<file path="src/rtl/alu_pkg.sv">
`default_nettype none
// ============================================================================
//  Module      : alu_pkg
//  Description : Shared constants for the ALU control slice: ALUOp classes,
//                ALUctrl encodings and R-type funct codes.
//  Revision    : 1.0  initial release
// ============================================================================
package alu_pkg;

  typedef logic [1:0] aluop_t;
  typedef logic [1:0] aluctrl_t;
  typedef logic [5:0] funct_t;

  // Operation class coming from the main control unit
  localparam aluop_t ALUOP_LDST   = 2'b00;
  localparam aluop_t ALUOP_BRANCH = 2'b01;
  localparam aluop_t ALUOP_RTYPE  = 2'b10;
  localparam aluop_t ALUOP_RSVD   = 2'b11;

  // ALU operation select driven to the datapath
  localparam aluctrl_t ALUCTRL_ADD = 2'b00;
  localparam aluctrl_t ALUCTRL_SUB = 2'b01;
  localparam aluctrl_t ALUCTRL_SLT = 2'b10;
  localparam aluctrl_t ALUCTRL_NOP = 2'b11;

  // Supported R-type funct codes
  localparam funct_t FUNCT_ADD = 6'h20;
  localparam funct_t FUNCT_SUB = 6'h22;
  localparam funct_t FUNCT_SLT = 6'h2A;

endpackage : alu_pkg
`default_nettype wire

</file>
<file path="src/rtl/alu_funct_decode.sv">
`default_nettype none
// ============================================================================
//  Module      : alu_funct_decode
//  Description : Combinational R-type funct decode. Unsupported funct codes
//                map to NOP and raise illegal.
//  Revision    : 1.0  initial release
// ============================================================================
module alu_funct_decode
  import alu_pkg::*;
(
  input  logic [5:0] ins,
  output logic [1:0] ALUctrl,
  output logic       illegal
);

  // Map funct to ALU operation; anything not listed is illegal
  always_comb begin
    ALUctrl = ALUCTRL_NOP;
    illegal = 1'b1;
    case (ins)
      FUNCT_ADD: begin ALUctrl = ALUCTRL_ADD; illegal = 1'b0; end
      FUNCT_SUB: begin ALUctrl = ALUCTRL_SUB; illegal = 1'b0; end
      FUNCT_SLT: begin ALUctrl = ALUCTRL_SLT; illegal = 1'b0; end
      default:   ;
    endcase
  end

endmodule : alu_funct_decode
`default_nettype wire

</file>
<file path="src/rtl/alu_control.sv">
`default_nettype none
// ============================================================================
//  Module      : alu_control
//  Description : ALU control decode. Combines the ALUOp class with the R-type
//                funct decode; outputs are either registered (REG_OUT=1,
//                one-cycle latency, hold when not valid) or combinational.
//                Optional saturating illegal-decode counter is built when
//                ALU_CONTROL_ILLEGAL_CNT_EN is defined.
//  Revision    : 1.0  initial release
// ============================================================================
module alu_control
  import alu_pkg::*;
#(
  parameter int unsigned REG_OUT = 1
) (
  input  logic       clk,
  input  logic       rst_n,
  input  logic       in_valid,
  input  logic [5:0] ins,
  input  logic [1:0] ALUOp,
  output logic [1:0] ALUctrl,
  output logic       out_valid,
`ifdef ALU_CONTROL_ILLEGAL_CNT_EN
  output logic [7:0] illegal_cnt,
`endif
  output logic       illegal
);

  logic [1:0] w_fn_ctrl;
  logic       w_fn_illegal;
  logic [1:0] w_ctrl;
  logic       w_illegal;

  alu_funct_decode u_funct_decode (
    .ins     (ins),
    .ALUctrl (w_fn_ctrl),
    .illegal (w_fn_illegal)
  );

  // Select the operation by class; only R-type consults the funct field
  always_comb begin
    w_ctrl    = ALUCTRL_NOP;
    w_illegal = 1'b1;
    case (ALUOp)
      ALUOP_LDST:   begin w_ctrl = ALUCTRL_ADD; w_illegal = 1'b0; end
      ALUOP_BRANCH: begin w_ctrl = ALUCTRL_SUB; w_illegal = 1'b0; end
      ALUOP_RTYPE:  begin w_ctrl = w_fn_ctrl;   w_illegal = w_fn_illegal; end
      ALUOP_RSVD:   begin w_ctrl = ALUCTRL_NOP; w_illegal = 1'b1; end
      default:      ;
    endcase
  end

  generate
    if (REG_OUT != 0) begin : g_reg_out
      // Register the decode; hold ALUctrl/illegal across invalid cycles
      always_ff @(posedge clk) begin
        if (!rst_n) begin
          ALUctrl   <= ALUCTRL_ADD;
          illegal   <= 1'b0;
          out_valid <= 1'b0;
        end else begin
          out_valid <= in_valid;
          if (in_valid) begin
            ALUctrl <= w_ctrl;
            illegal <= w_illegal;
          end
        end
      end
    end else begin : g_comb_out
      // Clock and reset only matter to the optional counter in this build
      logic w_unused_comb;
      assign w_unused_comb = &{1'b0, clk, rst_n};
      assign ALUctrl   = w_ctrl;
      assign illegal   = w_illegal;
      assign out_valid = in_valid;
    end
  endgenerate

`ifdef ALU_CONTROL_ILLEGAL_CNT_EN
  logic [7:0] r_illegal_cnt;

  // Count valid illegal decodes at the input edge, saturating at all-ones
  always_ff @(posedge clk) begin
    if (!rst_n) begin
      r_illegal_cnt <= 8'h00;
    end else if (in_valid && w_illegal && (r_illegal_cnt != 8'hFF)) begin
      r_illegal_cnt <= r_illegal_cnt + 8'h01;
    end
  end

  assign illegal_cnt = r_illegal_cnt;
`endif

endmodule : alu_control
`default_nettype wire

</file>
<file path="config.mk">
export PLATFORM = sky130hd
export DESIGN_NAME = alu_control
export DESIGN_NICKNAME = d
export VERILOG_FILES = /design/src/rtl/alu_pkg.sv /design/src/rtl/alu_funct_decode.sv /design/src/rtl/alu_control.sv
export SDC_FILE = /design/constraint.sdc
export NUM_CORES = 1
export LEC_CHECK = 0
export BUFFER_PORTS_ARGS = -buffer_cell sky130_fd_sc_hd__buf_2
export CAP_MARGIN = 25
export CORE_AREA = 2 2 39 41
export CTS_BUF_LIST = sky130_fd_sc_hd__clkbuf_8 sky130_fd_sc_hd__clkbuf_16
export DETAILED_ROUTE_END_ITERATION = 10
export DIE_AREA = 0 0 41 43
export GPL_TIMING_DRIVEN = 0
export PLACE_DENSITY = 0.42
export SLEW_MARGIN = 20
export SYNTH_ARGS = -nofsm -noshare
export SYNTH_HDL_FRONTEND = slang
export SYNTH_HIERARCHICAL = 1
export SYNTH_SLANG_ARGS = --single-unit
</file>
<file path="constraint.sdc">
create_clock -name clk -period 0.95 [get_ports clk]
set_input_delay 0.095 -clock clk [delete_from_list [all_inputs] [get_ports clk]]
set_output_delay 0.095 -clock clk [all_outputs]
set_load 0.005 [all_outputs]
</file>
==> qor.txt <==
Met1 wire length -> 224 µm
PortBufs -> 14
CTS max path bufs -> 2
Setup repair bufs after CTS -> 0
Syn nets -> 31
Max_slew headroom -> 0.8410
Max layer used -> met3
Int Pwr -> 0.4868 mW
Pre-CTS setup slack -> -50.01 ps
Leak -> 0.1477 nW
Largest net degree at the start of global routing -> 8
Gp weighted congestion -> 0.5385
RSZ-0062 raised after global routing -> no
Clock share of power -> 0.581
Via count -> 199
GRT Overall Usage -> 0.06112
Slew Limit Fails -> 0
Die area -> 1763 µm²
Final Critical Period -> 777.0 ps
Detailed route wirelength on metal2 -> 135 µm
Cell Area, Synth -> 193.9 µm²
Clock root buffer master -> clkbuf_8
Final WS setup -> 173.0 ps
WL final -> 438 µm
Worst-margin pin slew -> 237.5 ps
Post-placement cell count -> 50
R2R Path End -> ALUctrl[0]
Pre-antenna DRT Iters -> 4
Core Rows -> 14
Ratio of cells with drive above 1 in the final layout -> 0.5135
Post-synthesis sequential area ratio -> 0.4129
Average wire per standard cell -> 8.264 µm
Die height -> 43 µm
Layout area overhead -> 67.74%
Hpwl dp -> 357.7 µm
Critical Path End Type -> flop
Vias in the first global route -> 167
Flop pwr share -> 0.306
Worst-case clock skew -> 0 ps
DRC -> 0
Met3 wire length -> 78 µm
Arrival time worst endpoint -> 870 ps
Total Power -> 0.5997 mW
CP Launch Type -> primary input
Crit. Startpoint -> ins[0]
Via/cell ratio -> 3.755
IO Pins -> 15
Sinks on Clock Net -> 4
Fillers -> 152
Final nets -> 50
Ant diodes -> 0
CTS resizes -> 0
Clock H-tree levels -> 1
Critical path class -> in -> reg
YS warnings -> 6
Yosys cell types -> 12
Die Span X -> 41 µm
Hold WC Path Type -> in -> reg
Sequential cell area -> 80.08 µm²
Reg-to-Reg Start -> ALUctrl[0]
Synthesized flop and latch total -> 4
Total of max-cap violations -> 0
Final Setup Violations -> 0
Fin crit share -> 0.8179
Area of the multi-input gates -> 110.1 µm²
Final Hold Fails -> 0
Initial Util -> 0.1401
PD cells -> 1844 nW/µm²
Worst Path Required -> 1040 ps
Num CTS Buffers -> 3
Grt ovf -> 0
Core footprint -> 1384 µm²
Clk slew on worst S/H paths -> 30 ps
Worst Reg-to-Reg Cells -> 2
First-pass GRT wire length -> 683 µm
Max rail drop VDD -> 0.3501 mV
CP endpoint -> ALUctrl[1]
Psw -> 0.1130 mW
Fin cells -> 53
Initial antenna violation count -> 0
Cts hold-fix bufs -> 0
Syn Area/Cell -> 9.697 µm²
DRT iter0 DRCs -> 8
Worst reg-to-reg setup slack -> 330 ps
Detail Route Antenna Nets -> 0
Switch share -> 0.1884
Syn Inst Count -> 20
CTS tree -> yes
Status -> finished, final reports clean
Max frequency -> 1.287 GHz
Comb pwr share -> 0.113
Max FO, Critical Path -> 3
Latest clock arrival within the worst-skew pair -> 210 ps
==> cells in the final DEF, fill, tap and decap left out, drive strengths merged <==
cell / instances
o21ai: 2
and2: 1
inv: 1
a21boi: 2
buf: 14
nand2b: 2
xnor2: 1
nor4b: 1
nand2: 2
a21oi: 2
clkbuf: 3
o211ai: 2
dfxtp: 4
==> cell usage after synthesis (all sizes together) <==
| cell type | number | area (µm²) |
|---|---|---|
| a21boi | 2 | 15.01 |
| a21oi | 2 | 10.01 |
| and2 | 1 | 7.510 |
| dfxtp | 4 | 80.08 |
| inv | 1 | 3.750 |
| nand2 | 2 | 7.510 |
| nand2b | 2 | 12.51 |
| nor4b | 1 | 23.77 |
| o211ai | 2 | 15.01 |
| o21ai | 2 | 10.00 |
| xnor2 | 1 | 8.760 |
==> cell type report <==
| cell class | instances | area share |
|---|---|---|
| flip-flops and latches | 4 | 0.2462 |
| multi-input cells | 15 | 0.3385 |
| repair buffers | 14 | 0.2154 |
| clock buffers | 3 | 0.1269 |
| well taps | 16 | 0.06154 |
| inverters | 1 | 0.01154 |
==> routing by layer <==
metal  GRT usage  vias up
met2     0.05938       15
li1            -      106
met1     0.08307       78
met3     0.03665        0
met5           0        -
met4     0.06000        0
==> sequential cells by signal (all words and copies together), names as in the netlist <==
name and count:
ALUctrl 2, out_valid 1, illegal 1
==> kinds of logic after synthesis <==
logic type,after synthesis,synth area share
XOR/XNOR,1,0.04517
AO/OA/AOI/OAI,8,0.2580
buffers and inverters,1,0.01934
flip-flops,4,0.4129
AND/OR/NAND/NOR,6,0.2645
==> worst min-delay path by stage <==
stage               slack [ps]         end     start  cells past startpoint
detailed placement         350  ALUctrl[0]  in_valid                      2
global placement           360  ALUctrl[0]  in_valid                      2
floorplan                  180  ALUctrl[0]  in_valid                      1
CTS                        130  ALUctrl[0]  in_valid                      2
global route               160   out_valid     rst_n                      2
finish                     130  ALUctrl[0]  in_valid                      2
==> critical path, stage by stage <==
cell      delay, ps
buf_2           110
nor4b_4         300
nand2_1          80
o211ai_1        190
a21boi_1         80
==> power by group through the flow <==
stage	sequential (mW)	combinational, mW	clock, mW
after global routing	0.185	0.0777	0.374
after floorplan	0.187	0.0240	0
after detailed placement	0.186	0.0681	0
final	0.184	0.0678	0.348
after CTS	0.184	0.0684	0.363
after global placement	0.186	0.0685	0
==> per-stage QoR <==
| step | hold slack [ps] | instance area, µm² | TNS [ps] | util |
|---|---|---|---|---|
| 4_1_cts | 130.4 | 325.3 | 0 | 0.2351 |
| 2_1_floorplan | 184.4 | 193.9 | 0 | - |
| 5_1_grt | 157.5 | 325.3 | 0 | 0.2351 |
| 3_5_place_dp | 353.2 | 284.0 | -99.94 | 0.2052 |
| 3_3_place_gp | 359.8 | 284.0 | -93.68 | 0.2052 |
| 6_report | 131.7 | 325.3 | 0 | 0.2351 |
Power figures use the tool's default switching activity.
